[src/rtl/pi_shift_regs.sv]
// Pi-side serial port: shifts Pi bytes into the RD/RC holding registers and
// serialises TD/TC back out. Optional short-frame rejection via PI_FRAME_ERR_EN.
module pi_shift_regs #(
   parameter int WIDTH       = 8,
   parameter int SYNC_STAGES = 2
) (
   input  logic             clk,
   input  logic             reset,
   input  logic             pi_sclk,
   input  logic             pi_sdata,
   input  logic             pi_le,
   input  logic [1:0]       pi_sel,
   input  logic [WIDTH-1:0] td,
   input  logic [WIDTH-1:0] tc,
   output logic             pi_sout,
   output logic [WIDTH-1:0] rd,
   output logic [WIDTH-1:0] rc,
   output logic             rd_stb,
   output logic             rc_stb,
   output logic             frame_err
);

   localparam int CNT_W = $clog2(WIDTH + 1);
   localparam logic [CNT_W-1:0] FULL_CNT = CNT_W'(WIDTH);

   // Bundle layout: {sel[1:0], le, sdata, sclk}, all synchronised together
   logic [SYNC_STAGES-1:0][4:0] sync_q;
   logic [4:0]       rawIn;
   logic [4:0]       synced;
   logic             sclkPrev_q;
   logic             lePrev_q;
   logic             sclkRise;
   logic             leRise;
   logic [1:0]       selSync;
   logic             sdataSync;
   logic             commitOk;

   logic [WIDTH-1:0] shiftIn_q,  shiftIn_d;
   logic [WIDTH-1:0] shiftOut_q, shiftOut_d;
   logic [CNT_W-1:0] bitCnt_q,   bitCnt_d;
   logic [WIDTH-1:0] rd_q,       rd_d;
   logic [WIDTH-1:0] rc_q,       rc_d;
   logic             rdStb_q,    rdStb_d;
   logic             rcStb_q,    rcStb_d;

   assign rawIn     = {pi_sel, pi_le, pi_sdata, pi_sclk};
   assign synced    = sync_q[SYNC_STAGES-1];
   assign sdataSync = synced[1];
   assign selSync   = synced[4:3];
   assign sclkRise  = synced[0] & ~sclkPrev_q;
   assign leRise    = synced[2] & ~lePrev_q;

   always_ff @(posedge clk) begin
      if (reset) begin
         sync_q     <= '0;
         sclkPrev_q <= 1'b0;
         lePrev_q   <= 1'b0;
      end else begin
         sync_q[0] <= rawIn;
         for (int i = 1; i < SYNC_STAGES; i++) begin
            sync_q[i] <= sync_q[i-1];
         end
         sclkPrev_q <= synced[0];
         lePrev_q   <= synced[2];
      end
   end

`ifdef PI_FRAME_ERR_EN
   logic frameErr_q, frameErr_d;

   assign commitOk   = (bitCnt_q == FULL_CNT);
   assign frameErr_d = frameErr_q | (leRise & ~selSync[1] & ~commitOk);
   assign frame_err  = frameErr_q;

   always_ff @(posedge clk) begin
      if (reset) begin
         frameErr_q <= 1'b0;
      end else begin
         frameErr_q <= frameErr_d;
      end
   end
`else
   assign commitOk  = 1'b1;
   assign frame_err = 1'b0;
`endif

   // A latch-enable rise takes priority; a coincident sclk bit is dropped
   always_comb begin
      shiftIn_d  = shiftIn_q;
      shiftOut_d = shiftOut_q;
      bitCnt_d   = bitCnt_q;
      rd_d       = rd_q;
      rc_d       = rc_q;
      rdStb_d    = 1'b0;
      rcStb_d    = 1'b0;
      if (leRise) begin
         case (selSync)
            2'b00: begin
               if (commitOk) begin
                  rd_d    = shiftIn_q;
                  rdStb_d = 1'b1;
               end
            end
            2'b01: begin
               if (commitOk) begin
                  rc_d    = shiftIn_q;
                  rcStb_d = 1'b1;
               end
            end
            2'b10:   shiftOut_d = td;
            default: shiftOut_d = tc;
         endcase
         bitCnt_d = '0;
      end else if (sclkRise) begin
         shiftIn_d  = {shiftIn_q[WIDTH-2:0], sdataSync};
         shiftOut_d = {shiftOut_q[WIDTH-2:0], 1'b0};
         if (bitCnt_q != FULL_CNT) begin
            bitCnt_d = bitCnt_q + CNT_W'(1);
         end
      end
   end

   always_ff @(posedge clk) begin
      if (reset) begin
         shiftIn_q  <= '0;
         shiftOut_q <= '0;
         bitCnt_q   <= '0;
         rd_q       <= '0;
         rc_q       <= '0;
         rdStb_q    <= 1'b0;
         rcStb_q    <= 1'b0;
      end else begin
         shiftIn_q  <= shiftIn_d;
         shiftOut_q <= shiftOut_d;
         bitCnt_q   <= bitCnt_d;
         rd_q       <= rd_d;
         rc_q       <= rc_d;
         rdStb_q    <= rdStb_d;
         rcStb_q    <= rcStb_d;
      end
   end

   assign pi_sout = shiftOut_q[WIDTH-1];
   assign rd      = rd_q;
   assign rc      = rc_q;
   assign rd_stb  = rdStb_q;
   assign rc_stb  = rcStb_q;

endmodule

[config.mk]
export PLATFORM = sky130hd
export DESIGN_NAME = pi_shift_regs
export DESIGN_NICKNAME = d
export VERILOG_FILES = /design/src/rtl/pi_shift_regs.sv
export SDC_FILE = /design/constraint.sdc
export NUM_CORES = 1
export LEC_CHECK = 0
export CORE_MARGIN = 2
export CORE_UTILIZATION = 29
export CTS_CLUSTER_SIZE = 28
export DETAILED_ROUTE_END_ITERATION = 7
export PLACE_DENSITY = 0.5
export SLEW_MARGIN = 25
export SYNTH_ARGS = -nofsm -noshare
export SYNTH_HDL_FRONTEND = slang
export SYNTH_SLANG_ARGS = --single-unit
[constraint.sdc]
create_clock -name clk -period 3 [get_ports clk]
set_input_delay 0.45 -clock clk [delete_from_list [all_inputs] [get_ports clk]]
set_output_delay 0.45 -clock clk [all_outputs]
set_load 0.05 [all_outputs]
### Yosys cells after proc, flatten, opt, wreduce, memory -nomap -nowiden

Index checks and enable logic that the tools add are counted.

| storage, ports and cells | value |
|---|---|
| register bits after elaboration | 46 |
| latch bits | 0 |
| memory bits (writable) | 0 |
| bits in read-only memories | 0 |
| input bits | 23 |
| output and inout bits | 20 |
| logic and storage cells | 31 |
| memories | 0 |

| cells by class | value |
|---|---|
| add/subtract/negate cells | 0 |
| multipliers | 0 |
| divide/modulo/power cells | 0 |
| magnitude comparators | 0 |
| eq/ne operators | 3 |
| shifts and indexed selects | 0 |
| muxes and demuxes | 5 |
| bitwise operators | 5 |
| reductions and logical operators | 8 |

Operator list:

| kind | count |
|---|---|
| $mux W8 | 2 |
| $pmux W8 S2 | 1 |
| $reduce_and A2 Y1 | 4 |
| $reduce_or A2 Y1 | 2 |
| $not A1 Y1 | 3 |
| $and A1 B1 Y1 | 2 |
| $eq A2 B1 Y1 const B | 1 |
| $eq A2 B2 Y1 const B | 1 |
| $logic_not A2 Y1 | 1 |
| $mux W1 | 2 |
| $ne A2 B2 Y1 const B | 1 |
| $reduce_bool A2 Y1 | 1 |

### Depth between registers and ports, before layout

Gate-level depths: netlist (run 1).

| logic depth | value |
|---|---|
| depth in word-level cells | 4 |
| depth in mapped cells | 6 |
| mapped depth without buffers | 4 |

### Worst setup path before layout (run 1)

Ideal clock, no wire load.

| path | value |
|---|---|
| path type | flip-flop to flip-flop |
| from | register sync_q (netlist bit synced[2]) |
| to | register shiftOut_q[7] |
| setup time | 0.079 ns |
| arrival time | 1.215 ns |
| data required time | 2.921 ns |
| path slack | 1.706 ns |
| cell stages (with the launch flop) | 7 |
| path buffers | 2 |
| clock period less this slack | 1.294 ns |
| cells stage by stage | dfxtp_1 > nor2b_1 > buf_6 > nor3b_4 > buf_6 > nor3_1 > a211oi_2 |

| between the ends | value |
|---|---|
| cells in the longest elaborated chain, start to end | 3 |
| elaborated cells on any way between the ends | 5 |
| those cells by class | eq/ne (1); mux (1); bitwise (1); reduce/logical (2) |

Ends and longest elaborated chain:

| element | RTL line | source |
|---|---|---|
| start, declared | 27 | `logic [SYNC_STAGES-1:0][4:0] sync_q;` |
| start signal, assigned by index | 61 | `sync_q[i] <= sync_q[i-1];` |
| $and A1 B1 Y1 * | 51 | `assign leRise = synced[2] & ~lePrev_q;` |
| $ne A2 B2 Y1 (no source line) or $reduce_bool A2 Y1 (tied branches) | - |  |
| $reduce_and A2 Y1 (no source line) | - |  |
| end signal, assigned | 134 | `shiftOut_q <= shiftOut_d;` |
| end, declared | 39 | `logic [WIDTH-1:0] shiftOut_q, shiftOut_d;` |

Every way passes the cells marked *; elsewhere a longest branch is shown, timed or not.
A chain may end at the register's enable or synchronous reset.

### Worst setup path in the final report (run 1)

| path | value |
|---|---|
| from | register rc_q[3], in the netlist rc[3] |
| to | output rc[3] |

RTL lines:

| element | RTL line | source |
|---|---|---|
| start, declared | 42 | `logic [WIDTH-1:0] rc_q, rc_d;` |
| start signal, assigned | 137 | `rc_q <= rc_d;` |
| end, declared | 17 | `output logic [WIDTH-1:0] rc,` |

No word-level cell between the ends.

==> results.cfg, run 1 <==
[drt]
first_iter_violations = 93
viasPerCell = 4.48
vias = 1374
antenna_left = 0
finalWirelength_um = 3530
dr.pass1.iters = 4
detail_route.wl_per_cell_um = 11.5
remaining_drc_errors = 0

[run_status]
status = finished clean

[timing]
whs_ns = 0.437
finClkSkew_ns = 0.0117
setup_violations = 0
period_needed_ns = 1.90
maxSlewHeadroom_pct = 43.0
worst_slew_pin_slew_ns = 0.853
final_max_slew_viol_count = 0
final-hold-violation-count = 0
rsz0062_at_grt = false
fin_ws_ns = 1.10
setup_tns_ns = 0
post-route-period-util_pct = 63.4
max_freq_mhz = 526

[finish]
postLayoutCellArea_um2 = 2270
nets = 254
final-seq-area_um2 = 921
stdcell_count = 307
drive_gt1_share_pct = 6.90
finish.utilization_pct = 39.1
multi_input_area_um2 = 734
nFillCells = 626
insertedDiodeCount = 0
syn2layout_area_growth_pct = 31.8

[power_and_ir_drop]
p_int_mw = 0.880
p_comb_share_pct = 7.8
clkPwrFrac_pct = 36.5
fin_total_pwr_mw = 1.13
p_per_area_nw_per_um2 = 498
p_leak_nw = 0.750
switching_share_pct = 22.2
power.switching_mw = 0.251
p_seq_share_pct = 55.7
vdd_ir_drop_max_mv = 0.300

[clocking]
clk_pin_slew_ns = 0.09
htreeDepth = 2
cts_setup_buffers = 0
cts_buffers = 5
cts_buffer_depth = 2
cts_root_buffer = clkbuf_8
cts.sinks = 46
insertion_delay_ns = 0.30
ctsHoldBuffers = 0
cts_tree = done
ctsResizeCount = 0

[floorplanning]
dieHeight_um = 81.1
start_util_pct = 29.6
design.die.area_um2 = 6580
rows = 28
die_w_um = 81.1
ioPinCount = 43
core_area_um2 = 5820

[grt]
grt_pass1_wl_um = 6020
grt_pass1_vias = 1296
antenna_found_initial = 0
grt_max_degree = 47
grt_usage_pct = 11.8
grt_overflow_total = 0

[worst_setup_path]
crit_family = buffers and inverters
cp_max_fo = 2
crit_type = flip-flop to output port
worst-path-buf-inv = 1
slowest_delay_ns = 0.80
critPathArrivalTime_ns = 1.45
end_kind = output port
startpoint_type = flip-flop
path_cells = clkdlybuf4s50_1
required_ns = 2.55
cp_slowest_cell = clkdlybuf4s50_1

[place]
gp_congestion = 0.738
dp_hpwl_um = 2370
place_inst = 299
dpl_cell_area_um2 = 2170
io_buffers = 41
post-place-ws_ns = 1.11

[synthesis]
synthFlopType = dfxtp_1
syn_nets = 217
synth_edf_count = 0
netlist_area_um2 = 1720
yosysTopAreaCell = dfxtp_1
ys_seq_elements = 46
avgSynthCellArea_um2 = 8.89
yosysWarnings = 0
synth_top_area_share_pct = 53.4
async_flop_share_pct = 0
yosysSeqAreaShare_pct = 53.4
yosys-top-cells-count = nand2_1, dfxtp_1, a21oi_1, nor2b_1
yosysMostFrequentCell = nand2_1
netlist_instances = 194
synth.distinct_cells = 25
synthTopCellsByArea = dfxtp_1, nand2_1, a21oi_1

[hold_path]
hp-class = flip-flop to flip-flop

[flow_run]
maxCapViolations = 0
-- logic make-up (layout without fill, tap and decap cells) --
family | after synthesis | count (layout) | synth area share [%]
AOI/OAI and AO/OA | 40 | 40 | 13.4
and+or+nand+nor | 88 | 88 | 24.4
DFF | 46 | 46 | 53.4
muxes | 7 | 7 | 4.57
buffers and inverters | 12 | 50 | 3.99
other | 1 | 1 | 0.217
-- worst paths after layout --
check | to | start | depth (start not counted) | slack, ns
min | shiftIn_q[0] | synced[1] | 2 | 0.44
min reg2reg | shiftIn_q[0] | synced[1] | 2 | 0.44
max reg2reg | rc[6] | synced[2] | 4 | 1.13
max | rc[3] | rc[3] | 1 | 1.10
-- placed cells by master (no fill, tap or decap), drive strengths merged --
master         Yosys  final
a211oi             7      7
a21oi             25     25
and2               1      1
buf                5      1
clkbuf             7      7
clkdlybuf4s50      0     41
clkinv             0      1
conb               1      1
dfxtp             46     46
mux2               7      7
nand2             56     56
nand2b             1      1
nand3              1      1
nand3b             2      2
nor2               2      2
nor2b             14     14
nor3               8      8
nor3b              2      2
o21ai              7      7
o221ai             1      1
or3                1      1
-- power by group through the flow --
stage          Sequential, mW  Clock [mW]  Combinational, mW
4_1_cts                 0.630       0.429             0.0900
2_1_floorplan           0.647           0             0.0493
6_report                0.630       0.413             0.0882
3_5_place_dp            0.644           0             0.0898
3_3_place_gp            0.644           0             0.0896
5_1_grt                 0.632       0.452             0.0968
-- metal layers --
metal  track usage (%)  share of wire, %
met1              14.5                49
met2              19.8                46
met3              3.44               4.4
met4              4.07               1.2
met5                 0                 0
-- flip-flops by register name, summed over array words and instances, names as in the netlist --
signal and cells:
lePrev_q 1, rc 8, rc_stb 1, rd 8, rd_stb 1, sclkPrev_q 1, shiftIn_q 8, shiftOut_q 8
sync_q 5, synced 5
-- layout make-up --
class                   instances  area share, %
flip-flops and latches         46           40.5
clock inverters                 1          0.385
multi-input cells             136           32.3
repair buffers                 42           18.4
well taps                      75           4.13
clock buffers                   7           4.24
Note: power is estimated with default switching activity, not from simulation.
==> inputs of run 2 (changes only) <==
PLACE_DENSITY = 0.52   (was 0.5)
clock period = 1.7 ns   (was 3 ns; I/O delays follow)
==> results.cfg, run 2 (synthesis results as in run 1) <==
[worst_setup_path]
required_ns = 1.44
slowest_delay_ns = 0.79
regToRegStartpoint = synced[2]
worst-path-buf-inv = 1
r2r_slack_ns = 0.24
crit_family = buffers and inverters
critPathArrivalTime_ns = 1.39
path_cells = clkdlybuf4s50_1
cp_slowest_cell = clkdlybuf4s50_1
reg2reg_to = shiftOut_q[3]
r2r_cells = 4
startpoint_type = flip-flop
end_kind = output port
cp_max_fo = 1
crit_type = flip-flop to output port

[run_status]
status = finished clean

[power_and_ir_drop]
p_seq_share_pct = 59.0
p_comb_share_pct = 8.9
power.switching_mw = 0.412
switching_share_pct = 21.8
p_leak_nw = 0.834
p_int_mw = 1.47
vdd_ir_drop_max_mv = 0.349
p_per_area_nw_per_um2 = 829
clkPwrFrac_pct = 32.1

[finish]
nets = 262
mostFrequentLayoutCells = nand2_1, dfxtp_1, a21oi_1, buf_4, clkdlybuf4s50_1
final_common_cell = nand2_1
syn2layout_area_growth_pct = 32.0
finish.utilization_pct = 39.1
insertedDiodeCount = 0
drive_gt1_share_pct = 15.9

[hold_path]
min-delay-start = synced[1]
whs_endpoint = shiftIn_q[0]
hp-class = flip-flop to flip-flop
min_delay_path_depth = 2

[place]
io_buffers = 41
gp_congestion = 0.730
dp_hpwl_um = 2470
post-place-ws_ns = 0.237

[timing]
worst_slew_pin_slew_ns = 0.498
setup_violations = 0
setup_tns_ns = 0
post-route-period-util_pct = 96.9
finClkSkew_ns = 0.00787
final_max_slew_viol_count = 0
rsz0062_at_grt = false
final-hold-violation-count = 0
maxSlewHeadroom_pct = 66.7
period_needed_ns = 1.65
max_freq_mhz = 607
fin_ws_ns = 0.0529

[clocking]
cts_root_buffer = clkbuf_8
cts.sinks = 46
htreeDepth = 2
ctsResizeCount = 0
clk_pin_slew_ns = 0.08
cts_setup_buffers = 0
cts_buffers = 5
insertion_delay_ns = 0.29
cts_buffer_depth = 2
cts_tree = done
ctsHoldBuffers = 0

[drt]
detail_route.wl_per_cell_um = 11.5
finalWirelength_um = 3620
remaining_drc_errors = 0
viasPerCell = 4.39
first_iter_violations = 64
vias = 1377
antenna_left = 0
dr.pass1.iters = 4

[floorplanning]
core_area_um2 = 5820
design.die.area_um2 = 6580
dieHeight_um = 81.1
rows = 28
ioPinCount = 43
start_util_pct = 29.6
die_w_um = 81.1

[grt]
grt_usage_pct = 11.9
grt_max_degree = 47
antenna_found_initial = 0
grt_pass1_vias = 1261
grt_overflow_total = 0
grt_pass1_wl_um = 5930

[flow_run]
maxCapViolations = 0
-- run 2: cell type report --
type / instances / area, um2
repair buffers: 50 / 450
multi-input cells: 136 / 734
flip-flops and latches: 46 / 921
fillers: 639 / 3540
clock buffers: 7 / 76.3
well taps: 75 / 93.8
-- run 2: metrics by stage --
step / area, um2 / instances / hold slack (ns) / power [mW]
after floorplan: 1720 / 194 / 0.383 / 1.23
after global placement: 2200 / 307 / 0.419 / 1.31
after detailed placement: 2200 / 307 / 0.421 / 1.31
after CTS: 2270 / 314 / 0.440 / 1.92
after global routing: 2280 / 314 / 0.462 / 2.00
final: 2280 / 314 / 0.436 / 1.89
-- run 2: per-layer routing --
layer | routed length [um] | track usage (%) | up-vias
li1 | - | - | 731
met1 | 1810 | 14.8 | 617
met2 | 1640 | 19.3 | 27
met3 | 155 | 4.33 | 2
met4 | 15 | 3.56 | 0
met5 | 0 | 0 | -
-- run 2: worst max-delay path by stage --
stage | from | to | cells after the start
final | rd_stb | rd_stb | 1
after detailed placement | synced[2] | rc[4] | 4
after floorplan | synced[2] | shiftOut_q[7] | 6
after CTS | rc_stb | rc_stb | 1
after global placement | synced[2] | shiftOut_q[4] | 4
after global routing | rd_stb | rd_stb | 1
-- run 2: power groups by stage --
stage / clock (mW) / sequential [mW] / combinational (mW)
3_3_place_gp: 0 / 1.14 / 0.169
2_1_floorplan: 0 / 1.14 / 0.0870
3_5_place_dp: 0 / 1.14 / 0.170
6_report: 0.606 / 1.11 / 0.168
4_1_cts: 0.637 / 1.11 / 0.170
5_1_grt: 0.699 / 1.12 / 0.184
